`src/rtl/fe_pkg.sv`:
```
// Shared constants and types for the word-serial field adder/subtractor.
package fe_pkg;

    localparam int unsigned W  = 17;
    localparam int unsigned N  = 15;
    localparam int unsigned C  = 19;
    localparam int unsigned FW = N * W;

    // P = 2^FW - C, formed as the two's-complement of C in FW bits
    localparam logic [FW-1:0] P = FW'(0) - FW'(C);

    localparam logic OP_ADD = 1'b0;
    localparam logic OP_SUB = 1'b1;

    typedef enum logic {
        ST_IDLE = 1'b0,
        ST_RUN  = 1'b1
    } state_e;

endpackage

```
`src/rtl/fe_limb_addsub.sv`:
```
// One-limb, two-lane add/subtract unit: lane0 forms a+b or a-b, lane1 applies -P or +P.
module fe_limb_addsub #(
    parameter int unsigned W = fe_pkg::W
) (
    input  logic         op_i,
    input  logic [W-1:0] a_i,
    input  logic [W-1:0] b_i,
    input  logic [W-1:0] p_i,
    input  logic         c0_i,
    input  logic         c1_i,
    output logic [W-1:0] r0_c,
    output logic [W-1:0] r1_c,
    output logic         c0_c,
    output logic         c1_c
);
    import fe_pkg::*;

    localparam int unsigned WX = W + 1;

    logic [W:0] lane0;
    logic [W:0] lane1;

    // Bit W of each lane is its outgoing carry (add) or borrow (sub)
    always_comb begin
        lane0 = '0;
        lane1 = '0;
        if (op_i == OP_SUB) begin
            lane0 = {1'b0, a_i} - {1'b0, b_i} - WX'(c0_i);
            lane1 = {1'b0, lane0[W-1:0]} + {1'b0, p_i} + WX'(c1_i);
        end else begin
            lane0 = {1'b0, a_i} + {1'b0, b_i} + WX'(c0_i);
            lane1 = {1'b0, lane0[W-1:0]} - {1'b0, p_i} - WX'(c1_i);
        end
    end

    assign r0_c = lane0[W-1:0];
    assign r1_c = lane1[W-1:0];
    assign c0_c = lane0[W];
    assign c1_c = lane1[W];

endmodule

```
`src/rtl/feaddsub.sv`:
```
// Word-serial modular adder/subtractor over GF(2^(N*W) - C), one limb per cycle, LSB first.
module feaddsub #(
    parameter int unsigned W    = fe_pkg::W,
    parameter int unsigned N    = fe_pkg::N,
    parameter int unsigned C    = fe_pkg::C,
    parameter int unsigned LOGN = $clog2(N + 1)
) (
    input  logic            clock,
    input  logic            reset_n,
    input  logic            start,
    input  logic            op,
    input  logic [N*W-1:0]  a_in,
    input  logic [N*W-1:0]  b_in,
    output logic            busy,
    output logic            done,
    output logic [N*W-1:0]  out
);
    import fe_pkg::*;

    localparam int unsigned    FW   = N * W;
    localparam logic [FW-1:0]  PMOD = FW'(0) - FW'(C);

    state_e          state_q, state_d;
    logic [LOGN-1:0] cnt_q, cnt_d;
    logic            op_q, op_d;
    logic [FW-1:0]   a_q, a_d, b_q, b_d;
    logic [FW-1:0]   r0_q, r0_d, r1_q, r1_d;
    logic            c0_q, c0_d, c1_q, c1_d;
    logic            busy_q, busy_d;
    logic            done_q, done_d;
    logic [FW-1:0]   out_q, out_d;

    logic [W-1:0]    p_limb;
    logic [W-1:0]    r0_c, r1_c;
    logic            c0_c, c1_c;
    logic            sel_alt_c;

    fe_limb_addsub #(.W(W)) u_limb (
        .op_i (op_q),
        .a_i  (a_q[W-1:0]),
        .b_i  (b_q[W-1:0]),
        .p_i  (p_limb),
        .c0_i (c0_q),
        .c1_i (c1_q),
        .r0_c (r0_c),
        .r1_c (r1_c),
        .c0_c (c0_c),
        .c1_c (c1_c)
    );

    // Modulus limb for the current counter value
    always_comb begin
        p_limb = '0;
        for (int unsigned i = 0; i < N; i++) begin
            if (cnt_q == LOGN'(i)) p_limb = PMOD[i*W +: W];
        end
    end

    always_comb begin
        state_d   = state_q;
        cnt_d     = cnt_q;
        op_d      = op_q;
        a_d       = a_q;
        b_d       = b_q;
        r0_d      = r0_q;
        r1_d      = r1_q;
        c0_d      = c0_q;
        c1_d      = c1_q;
        busy_d    = busy_q;
        done_d    = 1'b0;
        out_d     = out_q;
        sel_alt_c = 1'b0;
        case (state_q)
            ST_IDLE: begin
                if (start) begin
                    state_d = ST_RUN;
                    cnt_d   = '0;
                    op_d    = op;
                    a_d     = a_in;
                    b_d     = b_in;
                    c0_d    = 1'b0;
                    c1_d    = 1'b0;
                    busy_d  = 1'b1;
                end
            end
            ST_RUN: begin
                a_d  = a_q >> W;
                b_d  = b_q >> W;
                r0_d = {r0_c, r0_q[FW-1:W]};
                r1_d = {r1_c, r1_q[FW-1:W]};
                c0_d = c0_c;
                c1_d = c1_c;
                cnt_d = cnt_q + LOGN'(1);
                if (cnt_q == LOGN'(N - 1)) begin
                    // add: sum >= P takes lane1; sub: a < b takes lane1 (d + P)
                    sel_alt_c = (op_q == OP_SUB) ? c0_c : (c0_c | ~c1_c);
                    out_d     = sel_alt_c ? r1_d : r0_d;
                    state_d   = ST_IDLE;
                    cnt_d     = LOGN'(N);
                    busy_d    = 1'b0;
                    done_d    = 1'b1;
                end
            end
            default: state_d = ST_IDLE;
        endcase
    end

    always_ff @(posedge clock or negedge reset_n) begin
        if (!reset_n) begin
            state_q <= ST_IDLE;
            cnt_q   <= LOGN'(N);
            op_q    <= OP_ADD;
            a_q     <= '0;
            b_q     <= '0;
            r0_q    <= '0;
            r1_q    <= '0;
            c0_q    <= 1'b0;
            c1_q    <= 1'b0;
            busy_q  <= 1'b0;
            done_q  <= 1'b0;
            out_q   <= '0;
        end else begin
            state_q <= state_d;
            cnt_q   <= cnt_d;
            op_q    <= op_d;
            a_q     <= a_d;
            b_q     <= b_d;
            r0_q    <= r0_d;
            r1_q    <= r1_d;
            c0_q    <= c0_d;
            c1_q    <= c1_d;
            busy_q  <= busy_d;
            done_q  <= done_d;
            out_q   <= out_d;
        end
    end

    assign busy = busy_q;
    assign done = done_q;
    assign out  = out_q;

endmodule

```
`config.mk`:
```
export PLATFORM = sky130hd
export DESIGN_NAME = feaddsub
export DESIGN_NICKNAME = d
export VERILOG_FILES = /design/src/rtl/fe_pkg.sv /design/src/rtl/fe_limb_addsub.sv /design/src/rtl/feaddsub.sv
export SDC_FILE = /design/constraint.sdc
export NUM_CORES = 2
export LEC_CHECK = 0
export BUFFER_PORTS_ARGS = -buffer_cell sky130_fd_sc_hd__buf_4
export CAP_MARGIN = 20
export CORE_MARGIN = 2
export CORE_UTILIZATION = 47
export CTS_CLUSTER_DIAMETER = 50
export DETAILED_ROUTE_END_ITERATION = 10
export PLACE_DENSITY_LB_ADDON = 0.25
export SLEW_MARGIN = 20
export SYNTH_ARGS = -nofsm -noshare
export SYNTH_HDL_FRONTEND = slang
export SYNTH_SLANG_ARGS = --single-unit
```
`constraint.sdc`:
```
create_clock -name clock -period 13.7 [get_ports clock]
set_clock_uncertainty 0.05 [all_clocks]
set_input_delay 0 -clock clock [delete_from_list [all_inputs] [get_ports clock]]
set_output_delay 0 -clock clock [all_outputs]
set_load 0.01 [all_outputs]
```
==> flow_summary.yaml <==
synthesis:
  ys_ff_latch: 1251
  yosys.cell_types.count: 68
  syn-num-nets: 5843
  ys_seq_area_share_pct: 55.6
  synth_top_area_share_pct: 55.4
  synth-edff-count: 0
  ys.flop_type: "dfrtp_1"
  synthCells: 5223
  yosysWarnings: 0
  syn_avg_cell_area_um2: 10.8
  synthTopCellsByArea: "dfrtp_1 (55%), mux2i_1 (9.2%), mux2_2 (9.1%), nand2_1 (6.7%), o21ai_0 (4.6%)"
  synthesis.area_um2: 56300
  async_flop_share_pct: 100
  yosys.area.top_type: "dfrtp_1"
final_layout:
  nets: 7194
  drive_above_1_share_pct: 22.6
  syn2layout_area_growth_pct: 33.6
setup_path:
  critPathKind: "register to register"
  worst_r2r_endpoint: "out[49]"
  cp_common_cell: "a21oi_1"
  crit_end: "out[49]"
  crit_path_max_fanout: 205
  crit_chain: "inv_1, fa_1, fa_1, o21bai_1, a21oi_1, o21bai_1, a21oi_1, o31ai_1, xnor2_1, ha_1, inv_1, ha_1, a21oi_1, nand3_1, nor3_1, o21ai_1, o22ai_1, mux2i_2, and2_4, buf_12, nand2_1, a31oi_1"
  critical_path.max_stage_delay_ns: 0.68
  worst_r2r_path_depth: 22
  end_kind: "register"
  startpoint: "a_q[0]"
  crit_path_top_delay_cell: "and2_4"
  r2r_setup_slack_ns: 6.72
  arrival_ns: 7.60
  r2r-start: "a_q[0]"
  setup.worst_path.start_class: "register"
  required_ns: 14.32
floorplan:
  start_util_pct: 47.2
  core-area_um2: 119000
  die_height_um: 350
  boundaryPins: 771
  rows: 127
  die_area_um2: 123000
  die-width_um: 350
timing:
  finalSetupTns_ns: 0
  tightest_slew_ns: 1.34
  min_period_ns: 6.98
  fmax_mhz: 143
  fin_ws_ns: 6.72
  grt_setup_unrepaired: "no"
  hold_violations: 0
  slew_headroom_pct: 10.7
  setup_viol: 0
  fin_crit_sh_pct: 50.9
  maxSlewViolCount: 0
clock_network:
  cts_sinks: 1251
  cts_resized: 0
  cts_made_buffers: 147
  clk_pin_slew_ns: 0.07
  cts_buffer_depth: 3
  postCtsSetupRepairBufs: 0
  ctsRootBufferMaster: "clkbuf_16"
  clock_latency_ns: 0.77
  cts_tree: "built"
  htreeDepth: 4
run_status:
  run_status: "complete, no violations"
detailed_routing:
  route.detailed.drc: 0
  vias: 45613
  drtAntennaViolNets: 0
  drt-total-wl_um: 181000
  drt_iter0_drc: 3763
  wl_per_cell_um: 21.7
  drt-vias-per-instance: 5.46
  drt-pass1-iter-count: 6
global_routing:
  grt_pass1_vias: 46666
  grt_usage_pct: 29.0
  antenna_found_initial: 59
  overflow: 0
  grt_pass1_wl_um: 275000
  grt_max_degree: 289
worst_hold_path:
  hp-class: "input pin to register"
run:
  cap_violations: 0
placed_design:
  place_ws_ns: 6.87
  gp_congestion: 0.901
  dp.final_hpwl_um: 115000
  io_buffer_count: 770
power:
  seqPwrFrac_pct: 32.7
  net-switching-power_mw: 9.03
  power.leakage_nw: 35.2
  power_frac_comb_pct: 48.9
  p_int_mw: 11.7
  power_density_nw_per_um2: 275
  switching_share_pct: 43.6
  clock_power_share_pct: 18.4
  ir_drop_mv: 0.498
-- cell families after synthesis --
group	share of synthesized area, %
XOR/XNOR	0.855
AO/OA/AOI/OAI	9.44
multiplexers	18.4
buffers and inverters	3.38
adder cells (fa/ha/maj)	2.46
flip-flops	55.6
AND/OR/NAND/NOR	9.92
-- worst max-delay path: cells and delay by family (launching register included) --
family | cells | cell delay (ns)
muxes | 1 | 0.64
xor gates and xnor gates | 1 | 0.24
buffers and inverters | 3 | 0.78
AOI/OAI and AO/OA | 9 | 1.80
and+or+nand+nor | 4 | 1.14
adders and majority gates | 4 | 1.43
DFF | 1 | 0.35
-- per-layer routing --
layer  part of all wire (%)  GRT usage [%]
met5                  0.071              0
met4                    4.7           13.5
met3                    6.1           6.01
met2                     50           49.1
met1                     40           35.7
-- power groups by stage --
stage               Combinational [mW]  Clock (mW)  Sequential (mW)
floorplan                         7.23           0             6.28
global placement                  9.56           0             6.75
detailed placement                9.78           0             6.79
CTS                               10.0        3.85             6.74
global route                      11.2        4.02             6.94
finish                            10.1        3.82             6.78
-- area by class of cell --
class	instances	area, um2
diodes	62	155
fillers	8990	44200
clock inverters	55	512
repair buffers	1545	13600
well taps	1612	2020
clock buffers	200	4140
multi-input cells	3524	23100
flip-flops and latches	1251	31300
inverters	105	402
-- Yosys cell counts, types with 8 or more instances --
library cell  count
dfrtp_1        1247
nand2_1        1012
mux2i_1         520
o21ai_0         518
mux2_2          453
nor2_1          348
clkbuf_1        257
a31oi_1         246
inv_1           101
ha_1             98
a21oi_1          78
xnor2_1          40
buf_1            31
buf_2            28
buf_6            23
o21ai_1          19
nand2b_1         17
xor2_1           15
nand3_1          12
nor3_1           12
nor2b_1          10
a211oi_1          8
a21o_1            8
fa_1              8
-- stage by stage --
stage / total power, mW / util (%) / std cells / hold slack [ns] / instance area, um2
finish: 20.7 / 63.0 / 8354 / 0.0374 / 75300
global route: 22.2 / 62.9 / 8334 / 0.0153 / 75200
CTS: 20.6 / 62.9 / 8292 / 0.000206 / 75100
detailed placement: 16.6 / 52.8 / 7303 / 0.0603 / 63100
global placement: 16.3 / 52.8 / 7303 / 0.0795 / 63100
floorplan: 13.5 / - / 5223 / -0.346 / 56300
-- how the worst min path moves through the flow --
stage,slack [ns],start,depth (start not counted),endpoint
finish,0.04,b_in[168],4,b_q[168]
global route,0.02,a_in[75],4,a_q[75]
CTS,0.0002,b_in[62],4,b_q[62]
detailed placement,0.06,reset_n,1,out[156]
global placement,0.08,reset_n,1,out[166]
floorplan,-0.35,reset_n,0,a_q[0]
-- placed cells by master, fill, tap and decap left out, drive strengths merged, types with 10 or more instances in the layout --
cell,instances
ha,98
nor2b,10
a21oi,78
mux2,456
clkbuf,200
nand2b,17
xnor2,40
nor2,348
o21ai,537
dfrtp,1247
buf,812
xor2,15
nand3,12
clkinv,34
nor3,12
a31oi,246
inv,114
dlygate4sd3,733
a211oi,10
mux2i,521
diode,62
nand2,1012
-- repair_timing --
action | 4_1_cts | 5_1_grt
hold buffers | 734 | 0
endpoints found under the setup margin | 0 | 0
hold endpoints to repair | 682 | 0
-- flip-flops by register name, summed over array words and instances (netlist names) --
signal / count
a_q: 255
b_q: 255
out: 255
r0_q: 238
r1_q: 238
cnt_q: 4
busy: 1
c0_q: 1
c1_q: 1
done: 1
op_q: 1
state_q: 1
Note: power is estimated with default switching activity, not from simulation.
